### src/rtl/fetch_pkg.sv
// Shared types and constants for the instruction-fetch sequencer.
// No logic; widths, default ROM window and the FSM state encoding.
// Imported by fetch_sequencer.
package fetch_pkg;

    localparam int ADDR_W = 16;
    localparam int DATA_W = 32;

    localparam logic [ADDR_W-1:0] ROM_BASE_DEF = 16'h8000;
    localparam logic [ADDR_W-1:0] ROM_LAST_DEF = 16'h8FFF;
    localparam logic [ADDR_W-1:0] RESET_PC_DEF = 16'h8000;

    typedef enum logic [1:0] {
        ST_IDLE  = 2'd0,
        ST_FETCH = 2'd1,
        ST_FAULT = 2'd2
    } state_t;

    // Inclusive unsigned window test used for the fetch-fault decision.
    function automatic logic addr_in_window(input logic [ADDR_W-1:0] addr,
                                            input logic [ADDR_W-1:0] lo,
                                            input logic [ADDR_W-1:0] hi);
        return (addr >= lo) && (addr <= hi);
    endfunction

endpackage

### src/rtl/fetch_sequencer.sv
// Purpose: program-ROM fetch controller; owns the PC, drives ROM address/OE,
//          registers each fetched word and offers it to decode (valid/ready).
// Latency: word captured at the edge ending its rom_oe cycle; 1 instr/cycle.
// Backpressure: instr_valid & !instr_ready stalls; PC, instr, instr_pc held, rom_oe low.
//
// Ports:
//   clk, rst           clock, asynchronous active-high reset
//   run                fetch enable
//   rom_addr/rom_oe    ROM address (PC register) and output enable (= fire)
//   rom_data           combinational ROM read data
//   instr/instr_pc     captured instruction and its address
//   instr_valid/ready  handshake towards decode
//   redirect/_pc       load new PC, flushes held instruction
//   fault              sticky out-of-range fetch fault
module fetch_sequencer
    import fetch_pkg::*;
#(
    parameter logic [ADDR_W-1:0] ROM_BASE = ROM_BASE_DEF,
    parameter logic [ADDR_W-1:0] ROM_LAST = ROM_LAST_DEF,
    parameter logic [ADDR_W-1:0] RESET_PC = RESET_PC_DEF
) (
    input  logic              clk,
    input  logic              rst,
    input  logic              run,
    output logic [ADDR_W-1:0] rom_addr,
    output logic              rom_oe,
    input  logic [DATA_W-1:0] rom_data,
    output logic [DATA_W-1:0] instr,
    output logic [ADDR_W-1:0] instr_pc,
    output logic              instr_valid,
    input  logic              instr_ready,
    input  logic              redirect,
    input  logic [ADDR_W-1:0] redirect_pc,
    output logic              fault
);

    state_t            state_q, state_d;
    logic [ADDR_W-1:0] pc_q, pc_d;
    logic [DATA_W-1:0] instr_q, instr_d;
    logic [ADDR_W-1:0] instr_pc_q, instr_pc_d;
    logic              instr_valid_q, instr_valid_d;
    logic              fault_q, fault_d;

    logic in_range;
    logic slot_free;
    logic fire;

    assign in_range  = addr_in_window(pc_q, ROM_BASE, ROM_LAST);
    // The output register can take a new word if empty or being drained now.
    assign slot_free = !instr_valid_q || instr_ready;
    assign fire      = (state_q == ST_FETCH) && run && slot_free && in_range && !redirect;

    always_comb begin
        state_d       = state_q;
        pc_d          = pc_q;
        instr_d       = instr_q;
        instr_pc_d    = instr_pc_q;
        instr_valid_d = instr_valid_q;
        fault_d       = fault_q;

        if (redirect) begin
            // Target is not range-checked here; a bad target faults on the
            // next fetch attempt instead.
            pc_d          = redirect_pc;
            instr_valid_d = 1'b0;
            fault_d       = 1'b0;
            state_d       = run ? ST_FETCH : ST_IDLE;
        end else begin
            if (instr_valid_q && instr_ready) begin
                instr_valid_d = 1'b0;
            end

            unique case (state_q)
                ST_IDLE: begin
                    if (run) begin
                        state_d = ST_FETCH;
                    end
                end
                ST_FETCH: begin
                    if (!run) begin
                        state_d = ST_IDLE;
                    end else if (slot_free && !in_range) begin
                        // PC held so the offending address stays visible.
                        state_d = ST_FAULT;
                        fault_d = 1'b1;
                    end
                end
                ST_FAULT: begin
                    state_d = ST_FAULT;
                end
                default: begin
                    state_d = ST_IDLE;
                end
            endcase

            if (fire) begin
                instr_d       = rom_data;
                instr_pc_d    = pc_q;
                instr_valid_d = 1'b1;
                pc_d          = pc_q + 16'd1;
            end
        end
    end

    always_ff @(posedge clk or posedge rst) begin
        if (rst) begin
            state_q       <= ST_IDLE;
            pc_q          <= RESET_PC;
            instr_q       <= '0;
            instr_pc_q    <= '0;
            instr_valid_q <= 1'b0;
            fault_q       <= 1'b0;
        end else begin
            state_q       <= state_d;
            pc_q          <= pc_d;
            instr_q       <= instr_d;
            instr_pc_q    <= instr_pc_d;
            instr_valid_q <= instr_valid_d;
            fault_q       <= fault_d;
        end
    end

    assign rom_addr    = pc_q;
    assign rom_oe      = fire;
    assign instr       = instr_q;
    assign instr_pc    = instr_pc_q;
    assign instr_valid = instr_valid_q;
    assign fault       = fault_q;

endmodule

### config.mk
export PLATFORM = sky130hd
export DESIGN_NAME = fetch_sequencer
export DESIGN_NICKNAME = d
export VERILOG_FILES = /design/src/rtl/fetch_pkg.sv /design/src/rtl/fetch_sequencer.sv
export SDC_FILE = /design/constraint.sdc
export NUM_CORES = 1
export LEC_CHECK = 0
export CAP_MARGIN = 20
export CORE_UTILIZATION = 42
export CTS_BUF_LIST = sky130_fd_sc_hd__clkbuf_4 sky130_fd_sc_hd__clkbuf_8
export CTS_CLUSTER_DIAMETER = 40
export DETAILED_ROUTE_END_ITERATION = 10
export PLACE_DENSITY = 0.9
export SLEW_MARGIN = 20
export SYNTH_ARGS = -nofsm -noshare
export SYNTH_HDL_FRONTEND = slang
export SYNTH_SLANG_ARGS = --single-unit
### constraint.sdc
create_clock -name clk -period 4.2 [get_ports clk]
set_input_delay 0.42 -clock clk [delete_from_list [all_inputs] [get_ports clk]]
set_output_delay 0.42 -clock clk [all_outputs]
set_load 0.05 [all_outputs]
======== After elaboration in Yosys (flattened, before gate mapping) ========
Index checks and enable logic that the tools add are counted.
operators by class
  add/sub/neg operators ................... 1
  multiplexer cells ....................... 15
  equality and inequality tests ........... 4
  magnitude comparators ................... 2
  reductions and logical operators ........ 20
  bitwise logic cells ..................... 1
operators with widths
  kind                                                        number
  2-to-1 mux 16 bit                                           2
  adder 16 x 1 -> 16 bit (second input constant)              1
  greater-or-equal comparator 16 bit (second input constant)  1
  less-or-equal comparator 16 bit (second input constant)     1
  2-to-1 mux 1 bit                                            8
  2-to-1 mux 2 bit                                            4
  nonzero test 2 bit                                          4
  logical AND 1 bit                                           7
  case mux 2 bit (3 select lines)                             1
  inequality test 4 x 3 -> 1 bit (second input constant)      1
  AND reduction 2 bit                                         2
  zero test 1 bit                                             3
  inequality test 3 bit (second input constant)               1
  AND reduction 3 bit                                         1
  nonzero test 3 bit                                          1
  == test 2 x 1 -> 1 bit (second input constant)              1
  == test 2 bit (second input constant)                       1
  zero test 2 bit                                             1
  logical OR 1 bit                                            1
  inverter 1 bit                                              1
storage, ports and cells
  input bits .............................. 53
  word-level logic and storage cells ...... 49
  output and inout bits ................... 67
  register bits ........................... 68

======== Longest topological paths before layout ========
Gate-level depths: netlist of the first run.
  depth in word-level cells ............... 8
  depth in mapped cells ................... 6
  mapped depth without buffers ............ 5

======== Worst setup path before layout of the first run ========
No wires, ideal clock.
  kind .................................... flip-flop to flip-flop
  start ................................... reg pc_q[15] (netlist: rom_addr[15])
  end ..................................... reg instr_pc_q[0] (netlist: instr_pc[0])
  clock period less this slack ............ 2569 ps
  slack ................................... 1631 ps
  data required time ...................... 4075 ps
  stages on the path, launching flop included .. 7
  library setup time ...................... 125 ps
  data arrival time ....................... 2444 ps
  path buffers ............................ 3
  cells stage by stage .................... dfstp_2 > or4b_1 > buf_6 > nor4_4 > buf_2 > buf_4 > mux2_2
on the way
  longest elaborated chain between the ends .. 5
  elaborated cells on any way between the ends .. 6
  those cells by class .................... order compare: 2; reduce/logical: 4
RTL lines
  item                                                                                          RTL line                text
  start, declared                                                                               fetch_sequencer.sv:38   logic [ADDR_W-1:0] pc_q, pc_d;
  start signal, assigned                                                                        fetch_sequencer.sv:115  pc_q <= pc_d;
  greater-or-equal comparator 16 bit / less-or-equal comparator 16 bit (equally long branches)  fetch_pkg.sv:23         return (addr >= lo) && (addr <= hi);
  logical AND 1 bit *                                                                           fetch_pkg.sv:23
  logical AND 1 bit * (2 in series)                                                             fetch_sequencer.sv:51   assign fire = (state_q == ST_FETCH) && run && slot_free && in_range && !redirect;
  named net rom_oe                                                                              fetch_sequencer.sv:26   output logic rom_oe,
  AND reduction 2 bit (no line) *                                                               --
  end signal, assigned                                                                          fetch_sequencer.sv:117  instr_pc_q <= instr_pc_d;
  end, declared                                                                                 fetch_sequencer.sv:40   logic [ADDR_W-1:0] instr_pc_q, instr_pc_d;
Mark *: on every way through the listed nets, which the timed path passes. The rest lies on a longest branch.
A chain may end at the register's enable or synchronous reset.

======== Worst setup path after layout of the first run ========
  start ................................... reg pc_q[15] (netlist: rom_addr[15])
  end ..................................... out rom_oe
on the way
  longest elaborated chain between the ends .. 4
  elaborated cells on any way between the ends .. 5
  those cells by class .................... order compare: 2; reduce/logical: 3
RTL lines
  item                                                                                          RTL line
  greater-or-equal comparator 16 bit / less-or-equal comparator 16 bit (equally long branches)  fetch_pkg.sv:23
  logical AND 1 bit *                                                                           fetch_pkg.sv:23
  logical AND 1 bit * (2 in series)                                                             fetch_sequencer.sv:51
  end, declared                                                                                 fetch_sequencer.sv:26
Every way passes the cells marked *; elsewhere a longest branch is shown, timed or not.

==> results of run 1 <==
[final cells by class]
type                    instances  area (sq um)
clock buffers                   9           124
multi-input cells             129          1070
flip-flops and latches         68          1700
clock inverters                 7          67.6
well taps                      77          96.3
fillers                       505          2190
repair buffers                122          1210
inverters                       8          30.0
[cells in the mapped netlist, drive strengths merged (2+ instances only)]
master / instances
mux2i: 2
ha: 2
o31ai: 3
inv: 8
a31oi: 5
a21oi: 5
nor4: 5
clkbuf: 7
nand3: 5
buf: 7
or4: 4
nand4: 3
nand2b: 2
nand2: 10
xnor2: 3
or2: 2
nor3: 2
o21ai: 4
dfrtp: 67
nor2b: 5
mux2: 48
nor2: 5
o211ai: 2
[flip-flops by register name (all words and copies together) (netlist names)]
name and cells:
rom_addr 16, fault 1, state_q 2, instr_pc 16, instr 32, instr_valid 1
[power by group through the flow]
stage                     clock network, mW  logic [mW]  registers [mW]
after global placement                    0       0.614           0.797
after CTS                             0.532       0.623           0.791
final                                 0.516       0.618           0.791
after detailed placement                  0       0.621           0.804
after global routing                  0.566       0.644           0.805
after floorplan                           0       0.108            1.07
[cell families after synthesis]
family	count (synthesis)	synth area share
flops	68	0.591
mux	50	0.195
simple gates	50	0.106
compound gates	23	0.0508
buf+inv	22	0.0369
xor+xnor	4	0.0122
fa+ha+maj	2	0.00869
[per-layer routing]
metal,GRT usage,wire length (um),part of all wire,vias to the layer above
li1,-,-,-,1025
met1,0.246,2730,0.42,1049
met2,0.314,3070,0.48,90
met3,0.0486,517,0.080,13
met4,0.0786,130,0.020,0
met5,0,0,0,-
[worst min-delay path by stage]
stage	start	end	slack (ns)	cells after the start
floorplan	state_q[1]	state_q[1]	0.52	2
global placement	instr_pc[15]	instr_pc[15]	0.46	1
detailed placement	instr_pc[15]	instr_pc[15]	0.47	1
CTS	instr_pc[15]	instr_pc[15]	0.49	1
global route	instr[11]	instr[11]	0.52	1
finish	instr_pc[15]	instr_pc[15]	0.48	1
==> metrics.cfg, run 1 <==
[synth]
postSynthCellCount = 219
netlist_area_sq_mm = 0.00288
yosys_warnings = 0
syn_avg_cell_area_sq_um = 13.2
syn-num-nets = 274
netlist.area_leader.share = 0.582
synth-edff-count = 0
synth-async-reset-ratio = 1.00
yosysTopAreaCell = dfrtp_1
yosysSeqAreaShare = 0.591
synth_ff_type = dfrtp_1
ys_ff_latch = 68
synth_cell_type_count = 41
synth.top_cells.by_area = dfrtp_1 58%, mux2_2 19%, nand2_1 1.3%

[global_routing]
gr-total-overflow = 0
grt_max_degree = 49
antenna_found_initial = 0
grt_usage = 0.192
grt_pass1_vias = 2164
grt_pass1_wl_um = 10700

[die]
core_area_sq_mm = 0.00649
start_util = 0.443
row_count = 29
io_pins = 120
die_h_um = 84.8
dieArea_sq_mm = 0.00719
die_w_um = 84.8

[placed_design]
io_buffers = 119
place_ws_ns = 1.38
dp_hpwl_um = 4630
post_dp_cell_area_sq_mm = 0.00411
placed_cells = 404
gp_congestion = 0.777

[route]
vias = 2177
routed_via_density = 5.18
wirelength_um = 6450
drtIter0Drc = 93
drc = 11
drt-wirelength-per-cell_um = 15.4
final_antenna_net_count = 0
dr.pass1.iters = 7

[layout]
layout.nets = 393
layout.cells.non_filler = 420
drive_above_1_share = 0.213
area_delta_synth_final_pct = 49.5
utilization = 0.663
n_antenna_cell = 0
layout_commonest_cell = clkdlybuf4s50_1
design_area_sq_mm = 0.00431
layout_common_cells = 119 x clkdlybuf4s50_1, 67 x dfrtp_1, 48 x mux2_2

[run_status]
violations = DRC
outcome = finished, violations left

[power]
ir_drop_v = 0.000237
intPower_mw = 1.24
p_seq_frac = 0.411
power_density_mw_per_mm2 = 447
power_mw = 1.93
leakage_nw = 1.85
clkPwrFrac = 0.268
netSwitchingFraction = 0.354
switchingPower_mw = 0.681
power_frac_comb = 0.321

[sta]
rsz0062_at_grt = no
drv_slew = 0
finalCritPeriodShare = 0.753
period_minus_slack_ns = 3.16
tightest_slew_ns = 0.931
setup_slack_ns = 1.04
finalSetupViolations = 0
fin_skew_ns = 0.00512
fin_hold_ws_ns = 0.477
max_freq_ghz = 0.316
slew-limit-headroom = 0.379
finalHoldViolCount = 0
finalSetupTns_ns = 0

[clock_network]
cts_buffers = 9
cts_buffer_depth = 2
clk_pin_slew_ns = 0.07
cts.htree.levels = 3
clk_latency_ns = 0.33
cts-root-buf = clkbuf_8
clock_sinks = 68
holdBufCountCts = 0
cts_setup_buffers = 0
ctsResizeCount = 0
cts_tree = done

[setup_path]
crit_family = simple AND/OR/NAND/NOR gates
worst-endpoint-arrival_ns = 2.74
endpoint_kind = output pin
crit_type = flop to output pin
cp_cell_sequence = or4b_1 -> nor4_4 -> clkdlybuf4s50_1
crit_end = rom_oe
crit_start = rom_addr[15]
r2r_cells = 4
reg2reg_to = instr_pc[8]
slowest_delay_ns = 0.86
rrSetupSlack_ns = 1.56
reg2reg_from = rom_addr[15]
cp.required_ns = 3.78
timing.critical_path.buf_inv = 1
path_depth = 3
cp_max_fo = 9
critPathSlowestCell = clkdlybuf4s50_1
start_kind = flop

[hold_path]
hold_path.class = flop to flop

[run]
maxCapViolations = 0

(Power assumes the default switching activity.)
==> run 2: changes to the inputs <==
--- a/config.mk
+++ b/config.mk
@@ -6,7 +6,7 @@
 export NUM_CORES = 1
 export LEC_CHECK = 0
 export CAP_MARGIN = 20
-export CORE_UTILIZATION = 42
+export CORE_UTILIZATION = 40
 export CTS_BUF_LIST = sky130_fd_sc_hd__clkbuf_4 sky130_fd_sc_hd__clkbuf_8
 export CTS_CLUSTER_DIAMETER = 40
 export DETAILED_ROUTE_END_ITERATION = 10
==> constraint.sdc (replaced) <==
create_clock -name clk -period 2.9 [get_ports clk]
set_input_delay 0.29 -clock clk [delete_from_list [all_inputs] [get_ports clk]]
set_output_delay 0.29 -clock clk [all_outputs]
set_load 0.05 [all_outputs]
==> run 2 against run 1 <==
Effect of this change: die area grew 4.9%; highest routed layer unchanged; the flow now finishes without violations; core utilization shrank 1.8 points; first-iteration DRC count shrank 1.1%; register-to-register slack lost 1.0 ns; routed wire length grew 2.9%.
==> metrics.cfg, run 2 (synthesis results as in run 1) <==
[route]
vias = 2204  ; was 2177
drtIter0Drc = 92  ; was 93
final_antenna_net_count = 0  ; unchanged
routed_via_density = 5.02  ; was 5.18
dr.pass1.iters = 4  ; was 7
drt-wirelength-per-cell_um = 15.1  ; was 15.4 um
wirelength_um = 6640  ; was 6450 um
drc = 0  ; was 11

[sta]
slew-limit-headroom = 0.538  ; was 0.379
finalHoldViolCount = 0  ; unchanged
finalSetupTns_ns = 0  ; unchanged
drv_slew = 0  ; unchanged
tightest_slew_ns = 0.687  ; was 0.931 ns
max_freq_ghz = 0.379
period_minus_slack_ns = 2.64
finalSetupViolations = 0  ; unchanged
fin_skew_ns = 0.00621  ; was 0.00512 ns
rsz0062_at_grt = no  ; unchanged
finalCritPeriodShare = 0.909

[hold_path]
hold_path.class = primary input to asynchronous set/reset pin  ; was flop to flop

[die]
core_area_sq_mm = 0.00687  ; was 0.00649 sq mm
die_w_um = 86.9  ; was 84.8 um
die_h_um = 86.9  ; was 84.8 um
row_count = 30  ; was 29
dieArea_sq_mm = 0.00754  ; was 0.00719 sq mm
start_util = 0.419  ; was 0.443
io_pins = 120  ; unchanged

[placed_design]
io_buffers = 119  ; unchanged
gp_congestion = 0.773  ; was 0.777
placed_cells = 423  ; was 404
dp_hpwl_um = 4760  ; was 4630 um
post_dp_cell_area_sq_mm = 0.00417  ; was 0.00411 sq mm

[clock_network]
clk_pin_slew_ns = 0.07  ; about the same
cts-root-buf = clkbuf_8  ; unchanged
cts_buffer_depth = 2  ; unchanged
ctsResizeCount = 0  ; unchanged
holdBufCountCts = 0  ; unchanged
cts_buffers = 9  ; unchanged
cts_tree = done  ; unchanged
clk_latency_ns = 0.32  ; was 0.33 ns
cts.htree.levels = 3  ; unchanged
clock_sinks = 68  ; unchanged
cts_setup_buffers = 0  ; unchanged

[setup_path]
start_kind = flop  ; unchanged
crit_type = flop to output pin  ; unchanged
critPathSlowestCell = or4b_1  ; was clkdlybuf4s50_1
cpMostUsedCell = buf_12
worst-endpoint-arrival_ns = 2.35  ; was 2.74 ns
cp_max_fo = 49  ; was 9
crit_family = simple AND/OR/NAND/NOR gates  ; unchanged
endpoint_kind = output pin  ; unchanged
rrSetupSlack_ns = 0.53  ; was 1.56 ns
timing.critical_path.buf_inv = 2  ; was 1
cp_cell_sequence = or4b_1 -> nor4_4 -> buf_12 -> buf_12  ; was or4b_1 -> nor4_4 -> clkdlybuf4s50_1
cp.required_ns = 2.61  ; was 3.78 ns
slowest_delay_ns = 0.64  ; was 0.86 ns

[layout]
n_antenna_cell = 0  ; unchanged
area_delta_synth_final_pct = 53.7  ; was 49.5%
drive_above_1_share = 0.216  ; was 0.213
layout.nets = 393  ; unchanged
layout.cells.non_filler = 439  ; was 420
layout_commonest_cell = clkdlybuf4s50_1  ; unchanged
design_area_sq_mm = 0.00443  ; was 0.00431 sq mm
fillers = 516  ; was 505
largest_register_ffs = 32  ; unchanged
utilization = 0.644  ; was 0.663
layout_common_cells = 118 x clkdlybuf4s50_1, 67 x dfrtp_1, 48 x mux2_2  ; was 119 x clkdlybuf4s50_1, 67 x dfrtp_1, 48 x mux2_2

[power]
leakage_nw = 1.90  ; was 1.85 nW
ir_drop_v = 0.000457  ; was 0.000237 V
power_density_mw_per_mm2 = 680  ; was 447 mW/mm^2
power_mw = 3.01  ; was 1.93 mW

[global_routing]
grt_max_degree = 50  ; was 49
grt_usage = 0.187  ; was 0.192
grt_pass1_wl_um = 10700  ; about the same
grt_pass1_vias = 2260  ; was 2164
antenna_found_initial = 0  ; unchanged
gr-total-overflow = 0  ; unchanged

[run_status]
outcome = finished, final reports clean  ; was finished, violations left

[run]
maxCapViolations = 0  ; unchanged

==> run 2: power by group <==
part           internal, mW  switching, mW  total (mW)  leakage (nW)
Clock                 0.627          0.334       0.961         0.130
Combinational         0.348          0.551       0.898         0.886
Sequential             1.07         0.0833        1.15         0.889
==> run 2: area by class of cell <==
type | instances | area [sq um] | area share
clock inverters | 4 | 95.1 | 0.0215
inverters | 8 | 30.0 | 0.00678
repair buffers | 122 | 1250 | 0.282
clock buffers | 12 | 159 | 0.0359
flip-flops and latches | 68 | 1700 | 0.385
well taps | 96 | 120 | 0.0271
multi-input cells | 129 | 1070 | 0.242
==> run 2: routing by layer <==
| layer | up-vias | wire length (um) | track usage |
|---|---|---|---|
| met5 | - | 0 | 0 |
| met3 | 15 | 400 | 0.0540 |
| met1 | 1088 | 2740 | 0.214 |
| met2 | 84 | 3350 | 0.316 |
| li1 | 1017 | - | - |
| met4 | 0 | 142 | 0.102 |
==> run 2: final timing paths <==
kind | depth (start not counted) | startpoint | to
hold reg to reg | 1 | instr_pc[15] | instr_pc[15]
max in group asynchronous | 3 | rst | rom_addr[15]
min in group clk | 1 | instr_pc[15] | instr_pc[15]
setup reg to reg | 4 | rom_addr[15] | instr[3]
hold / removal | 2 | rst | instr[10]
setup / recovery | 4 | rom_addr[15] | rom_oe
==> run 2: metrics by stage <==
step / setup slack, ns / hold WS, ns
finish: 0.263 / 0.312
global route: 0.147 / 0.365
CTS: 0.222 / 0.313
detailed placement: 0.547 / 0.480
global placement: 0.594 / 0.452
floorplan: 0.331 / 0.410
